## src/rtl/instr_asm.sv

```systemverilog
// instr_asm: turns decoded MIPS commands (op class + fields) into 32-bit machine words with IM byte addresses.
// Latency: one cycle from command accept to out_valid; one word per cycle sustained while out_ready stays high.
// Backpressure: single output register; cmd_ready drops while the held word stalls, in SLOT, or when IM capacity is reached.
//
// Ports:
//   clk, rst_n                 clock, asynchronous active-low reset
//   cmd_valid/cmd_ready        command handshake; cmd_op selects the operation (13-15 illegal)
//   cmd_rs/rt/rd/imm/target    instruction fields, unused ones ignored per op
//   out_valid/out_ready        output word handshake; out_instr/out_addr held stable while stalled
//   full                       IM_WORDS words emitted, no more commands until reset
//   err                        sticky, set by an illegal cmd_op
// Build option: define INSTR_ASM_DELAY_SLOT_EN to auto-insert a nop after beq/j/jal/jr/jalr.
module instr_asm #(
   parameter logic [31:0] BASE_ADDR = 32'h0000_3000,
   parameter int          IM_WORDS  = 1024
) (
   input  logic        clk,
   input  logic        rst_n,
   input  logic        cmd_valid,
   output logic        cmd_ready,
   input  logic [3:0]  cmd_op,
   input  logic [4:0]  cmd_rs,
   input  logic [4:0]  cmd_rt,
   input  logic [4:0]  cmd_rd,
   input  logic [15:0] cmd_imm,
   input  logic [25:0] cmd_target,
   output logic        out_valid,
   input  logic        out_ready,
   output logic [31:0] out_instr,
   output logic [31:0] out_addr,
   output logic        full,
   output logic        err
);

   // 17 bits so the counter can reach IM_WORDS = 65535 and still hold count + 2.
   localparam int            CW   = 17;
   localparam logic [CW-1:0] IM_W = CW'(IM_WORDS);

`ifdef INSTR_ASM_DELAY_SLOT_EN
   typedef enum logic [1:0] {S_EMPTY, S_FULL, S_SLOT} state_t;
`else
   typedef enum logic [1:0] {S_EMPTY, S_FULL} state_t;
`endif

   state_t        state_q, state_d;
   logic [31:0]   instr_q, instr_d;
   logic [31:0]   addr_q,  addr_d;
   logic [CW-1:0] cnt_q,   cnt_d;
   logic          err_q,   err_d;

   logic [31:0]   enc_word;
   logic          enc_illegal;
   logic          held;
   logic [CW-1:0] cnt_used;
   logic          room;
   logic          out_hs;
   logic          accept;

`ifdef INSTR_ASM_DELAY_SLOT_EN
   logic          br_q, br_d;
   logic          is_branch;
   assign is_branch = (cmd_op >= 4'd8) && (cmd_op <= 4'd12);
`endif

   // Field packing; illegal ops fall through to the all-zero word.
   always_comb begin
      enc_word    = 32'h0;
      enc_illegal = 1'b0;
      case (cmd_op)
         4'd0:    enc_word = 32'h0;
         4'd1:    enc_word = {6'h00, cmd_rs, cmd_rt, cmd_rd, 5'd0, 6'h21};
         4'd2:    enc_word = {6'h00, cmd_rs, cmd_rt, cmd_rd, 5'd0, 6'h23};
         4'd3:    enc_word = {6'h00, cmd_rs, cmd_rt, cmd_rd, 5'd0, 6'h25};
         4'd4:    enc_word = {6'h0D, cmd_rs, cmd_rt, cmd_imm};
         4'd5:    enc_word = {6'h0F, 5'd0,   cmd_rt, cmd_imm};
         4'd6:    enc_word = {6'h23, cmd_rs, cmd_rt, cmd_imm};
         4'd7:    enc_word = {6'h2B, cmd_rs, cmd_rt, cmd_imm};
         4'd8:    enc_word = {6'h04, cmd_rs, cmd_rt, cmd_imm};
         4'd9:    enc_word = {6'h02, cmd_target};
         4'd10:   enc_word = {6'h03, cmd_target};
         4'd11:   enc_word = {6'h00, cmd_rs, 15'd0, 6'h08};
         4'd12:   enc_word = {6'h00, cmd_rs, 5'd0, cmd_rd, 5'd0, 6'h09};
         default: enc_illegal = 1'b1;
      endcase
   end

   assign out_valid = (state_q != S_EMPTY);
   assign out_instr = instr_q;
   assign out_addr  = addr_q;
   assign full      = (cnt_q == IM_W);
   assign err       = err_q;
   assign out_hs    = out_valid && out_ready;

   // A held word is counted even if it drains this cycle, so the last slot is never overbooked.
   assign held     = (state_q != S_EMPTY);
   assign cnt_used = cnt_q + CW'(held);

`ifdef INSTR_ASM_DELAY_SLOT_EN
   // Branches reserve room for their trailing nop; a held branch blocks pass-through until its nop is out.
   assign room      = is_branch ? (cnt_used + CW'(2) <= IM_W) : (cnt_used < IM_W);
   assign cmd_ready = !full && room &&
                      ((state_q == S_EMPTY) || ((state_q == S_FULL) && out_ready && !br_q));
`else
   assign room      = (cnt_used < IM_W);
   assign cmd_ready = !full && room &&
                      ((state_q == S_EMPTY) || ((state_q == S_FULL) && out_ready));
`endif

   assign accept = cmd_valid && cmd_ready;

   always_comb begin
      state_d = state_q;
      instr_d = instr_q;
      addr_d  = addr_q;
      cnt_d   = cnt_q;
      err_d   = err_q;
`ifdef INSTR_ASM_DELAY_SLOT_EN
      br_d    = br_q;
`endif

      if (out_hs) begin
         cnt_d  = cnt_q + CW'(1);
         addr_d = addr_q + 32'd4;
      end

      case (state_q)
         S_EMPTY: begin
            if (accept) state_d = S_FULL;
         end
         S_FULL: begin
            if (out_hs && !accept) begin
`ifdef INSTR_ASM_DELAY_SLOT_EN
               if (br_q) begin
                  state_d = S_SLOT;
                  instr_d = 32'h0;
                  br_d    = 1'b0;
               end else begin
                  state_d = S_EMPTY;
               end
`else
               state_d = S_EMPTY;
`endif
            end
         end
`ifdef INSTR_ASM_DELAY_SLOT_EN
         S_SLOT: begin
            if (out_hs) state_d = S_EMPTY;
         end
`endif
         default: state_d = S_EMPTY;
      endcase

      // Loading is the same whether the register was empty or just drained.
      if (accept) begin
         instr_d = enc_word;
         err_d   = err_q | enc_illegal;
`ifdef INSTR_ASM_DELAY_SLOT_EN
         br_d    = is_branch;
`endif
      end
   end

   always_ff @(posedge clk or negedge rst_n) begin
      if (!rst_n) begin
         state_q <= S_EMPTY;
         instr_q <= 32'h0;
         addr_q  <= BASE_ADDR;
         cnt_q   <= '0;
         err_q   <= 1'b0;
`ifdef INSTR_ASM_DELAY_SLOT_EN
         br_q    <= 1'b0;
`endif
      end else begin
         state_q <= state_d;
         instr_q <= instr_d;
         addr_q  <= addr_d;
         cnt_q   <= cnt_d;
         err_q   <= err_d;
`ifdef INSTR_ASM_DELAY_SLOT_EN
         br_q    <= br_d;
`endif
      end
   end

endmodule

```

## config.mk

```make
export PLATFORM = sky130hd
export DESIGN_NAME = instr_asm
export DESIGN_NICKNAME = d
export VERILOG_FILES = /design/src/rtl/instr_asm.sv
export SDC_FILE = /design/constraint.sdc
export NUM_CORES = 1
export LEC_CHECK = 0
export CORE_UTILIZATION = 51
export DETAILED_ROUTE_END_ITERATION = 10
export PLACE_DENSITY = 0.86
export RECOVER_POWER = 25
export SLEW_MARGIN = 40
export SYNTH_ARGS = -nofsm -noshare
export SYNTH_HDL_FRONTEND = slang
export SYNTH_SLANG_ARGS = --single-unit
```

## constraint.sdc

```tcl
create_clock -name clk -period 4.3 [get_ports clk]
set_input_delay 0.86 -clock clk [delete_from_list [all_inputs] [get_ports clk]]
set_output_delay 0.86 -clock clk [all_outputs]
set_load 0.005 [all_outputs]
```

==> results.ini <==
[cells_and_area]
final_design_area_no_fill_um2=5840
final_core_util_pct=71.4
finish.net_count=579
filler_cell_count=595
antenna_diode_count=0
area_delta_synth_final_pct=36.3
layout-drive-gt1-share_pct=10.9
stdcell_count=621

[timing]
final_hold_viols=0
fin_crit_ps=3290
worstMarginPinSlew_ps=1920
timing.final.max_slew_violations=81
timing.final.setup_violations=0
relSlewSlack_pct=-27.9
fmax_mhz=304
rsz0062_at_grt=false
timing.clock.skew_ps=15.2
setup_total_negative_slack_ps=0
timing.final.crit_share_pct=76.6

[floorplanning]
initial_utilization_pct=52.4
die_height_um=93.6
ios=133
num_rows=33
die-area_um2=8770
die_x_um=93.6
coreArea_um2=8180

[detailed_routing]
remaining_drc_errors=0
via_count=3470
drt_pre_antenna_iters=5
avgRoutedWirePerCell_um=16.5
first_iter_violations=142
detail-route-antenna-nets=0
number_of_vias_per_cell=5.59
wirelength_um=10300

[clocking]
cts_setup_buffers=0
clk_pin_slew_ps=90
max-clock-path-buffers=2
clkLatencyLatePin_ps=360
cts_inserted_buffers=9
cts.sink_count=80
cts.root.buffer_cell=clkbuf_8
clock_tree.htree_level_count=3
cts-resized-gates=0
cts.hold.buffers_added=0
cts_tree=built

[global_routing]
grt.overflow.total=0
grt_max_degree=81
grt_first_pass_wirelength_um=16300
antenna_found_initial=0
track_usage_pct=24.1
number_of_global_route_vias_before_repair=3293

[placed_design]
place.detailed.instances=605
hpwl_um=7500
cell_area_reported_after_detailed_placement_um2=5600
place_congestion=0.849
count_of_input_and_output_buffers=129

[logic_synthesis]
synthCells=387
synth_cell_types=56
dominant_cell_type_by_area_after_synthesis=dfrtp_1
synth.top_cell.area_share_pct=45.6
async_flop_share_pct=100
ys_warn_count=0
dominantRegCellSynth=dfrtp_1
synth_sequential_area_ratio_pct=46.8
syn_area_um2=4280
synthesized_area_divided_by_synthesized_cell_count_um2=11.1
postSynthRegisterBits=80
synth.cells.most_frequent=78 x dfrtp_1, 35 x nand2_1, 32 x xnor2_1
synth.top_cells.by_area=dfrtp_1 46%, mux2_4 7.4%, xnor2_1 6.5%
synth-edff-count=0
yosysMostFrequentCell=dfrtp_1

[worst_setup_path]
critical_path.max_fanout=6
critical_path_cell_list=nand4_2 -> nor4_4 -> o21ai_1 -> a22oi_2 -> and4_1 -> clkdlybuf4s50_1
setup.worst_path.end_class=primary output
timing.critical_path.buf_inv=1
critPathArrivalTime_ps=2430
crit_required_ps=3440
reg2reg_setup_slack_ps=1830
slowest_stage=clkdlybuf4s50_1
critical_path.max_stage_delay_ps=500
critical_path_class=register to primary output
crit_path_start_kind=register
timing.critical_path.max_delay_family=simple AND/OR/NAND/NOR gates

[pwr]
power_leakage_nw=2.58
vdd.ir_drop.worst_mv=0.237
total_power_mw=2.11
p_per_area_nw_per_um2=362

[hold_path]
hold_path.class=register to register

[run_status]
violations=max-capacitance violations, max-slew violations
outcome=complete, but fails checks

[run]
max_cap_violation_count=1

## power by group
group | internal (mW) | switching [mW]
registers | 0.853 | 0.102
clock network | 0.352 | 0.297
logic | 0.323 | 0.186
total | 1.53 | 0.585
## cells by family (layout without fill, tap and decap cells)
kind of cell | Yosys count | after routing | synth area share, %
AO/OA/AOI/OAI | 56 | 56 | 10.4
XOR/XNOR | 46 | 46 | 9.41
adder cells (fa/ha/maj) | 3 | 3 | 0.877
buffers and inverters | 35 | 162 | 4.70
flip-flops | 80 | 80 | 46.8
multiplexers | 38 | 38 | 11.5
other | 1 | 3 | 0.0876
AND/OR/NAND/NOR | 128 | 128 | 16.2
## sequential cells by signal, indices dropped and copies added, names as in the netlist
register,flops
out_instr,31
out_addr,30
state_q,1
cnt_q,17
err,1
## final timing paths
kind | start | end | depth (start not counted)
worst max-delay path | state_q[0] | cmd_ready | 6
worst min-delay path | out_addr[11] | out_addr[11] | 1
worst max register to register | state_q[0] | out_instr[14] | 7
worst min register to register | out_addr[11] | out_addr[11] | 1
max in group asynchronous | rst_n | cnt_q[2] | 1
min in group asynchronous | rst_n | out_addr[31] | 1
## layout by cell type, fill, tap and decap left out, drive strengths merged, types with 2 or more instances in the layout
cell           count
a221o              6
a21oi              7
nand2             35
a22o              18
nor2              22
dfrtp             78
buf                3
a222oi             5
nand3             13
mux2i             13
dfstp              2
o21ai              7
and2               2
nor4b              2
inv               17
nor4               3
nor3               7
and3              14
nand4             13
conb               3
clkbuf            11
xnor2             32
nor2b              3
bufinv             2
xor2              14
mux2              25
nand2b             6
a21o               2
clkdlybuf4s50    128
and4               5
ha                 3
## final cells by class
class / count / area [um2] / area share, %
clock inverters: 6 / 97.6 / 1.67
well taps: 105 / 131 / 2.25
inverters: 14 / 52.6 / 0.901
multi-input cells: 274 / 2100 / 36.0
repair buffers: 132 / 1310 / 22.4
clock buffers: 10 / 138 / 2.36
flip-flops and latches: 80 / 2000 / 34.3
## metal layers
metal  part of all wire, %  vias to the layer above  GRT usage, %
met4                   1.6                        0          8.33
met3                   5.9                       17          3.33
met5                     0                        -             0
li1                      -                     1629             -
met1                    46                     1685          33.5
met2                    46                      139          38.6
## through the flow
step	hold slack [ps]	worst slack, ps
2_1_floorplan	460	2040
3_3_place_gp	461	1000
3_5_place_dp	477	1120
4_1_cts	491	993
5_1_grt	508	845
6_report	485	1010
(Power assumes the default switching activity.)
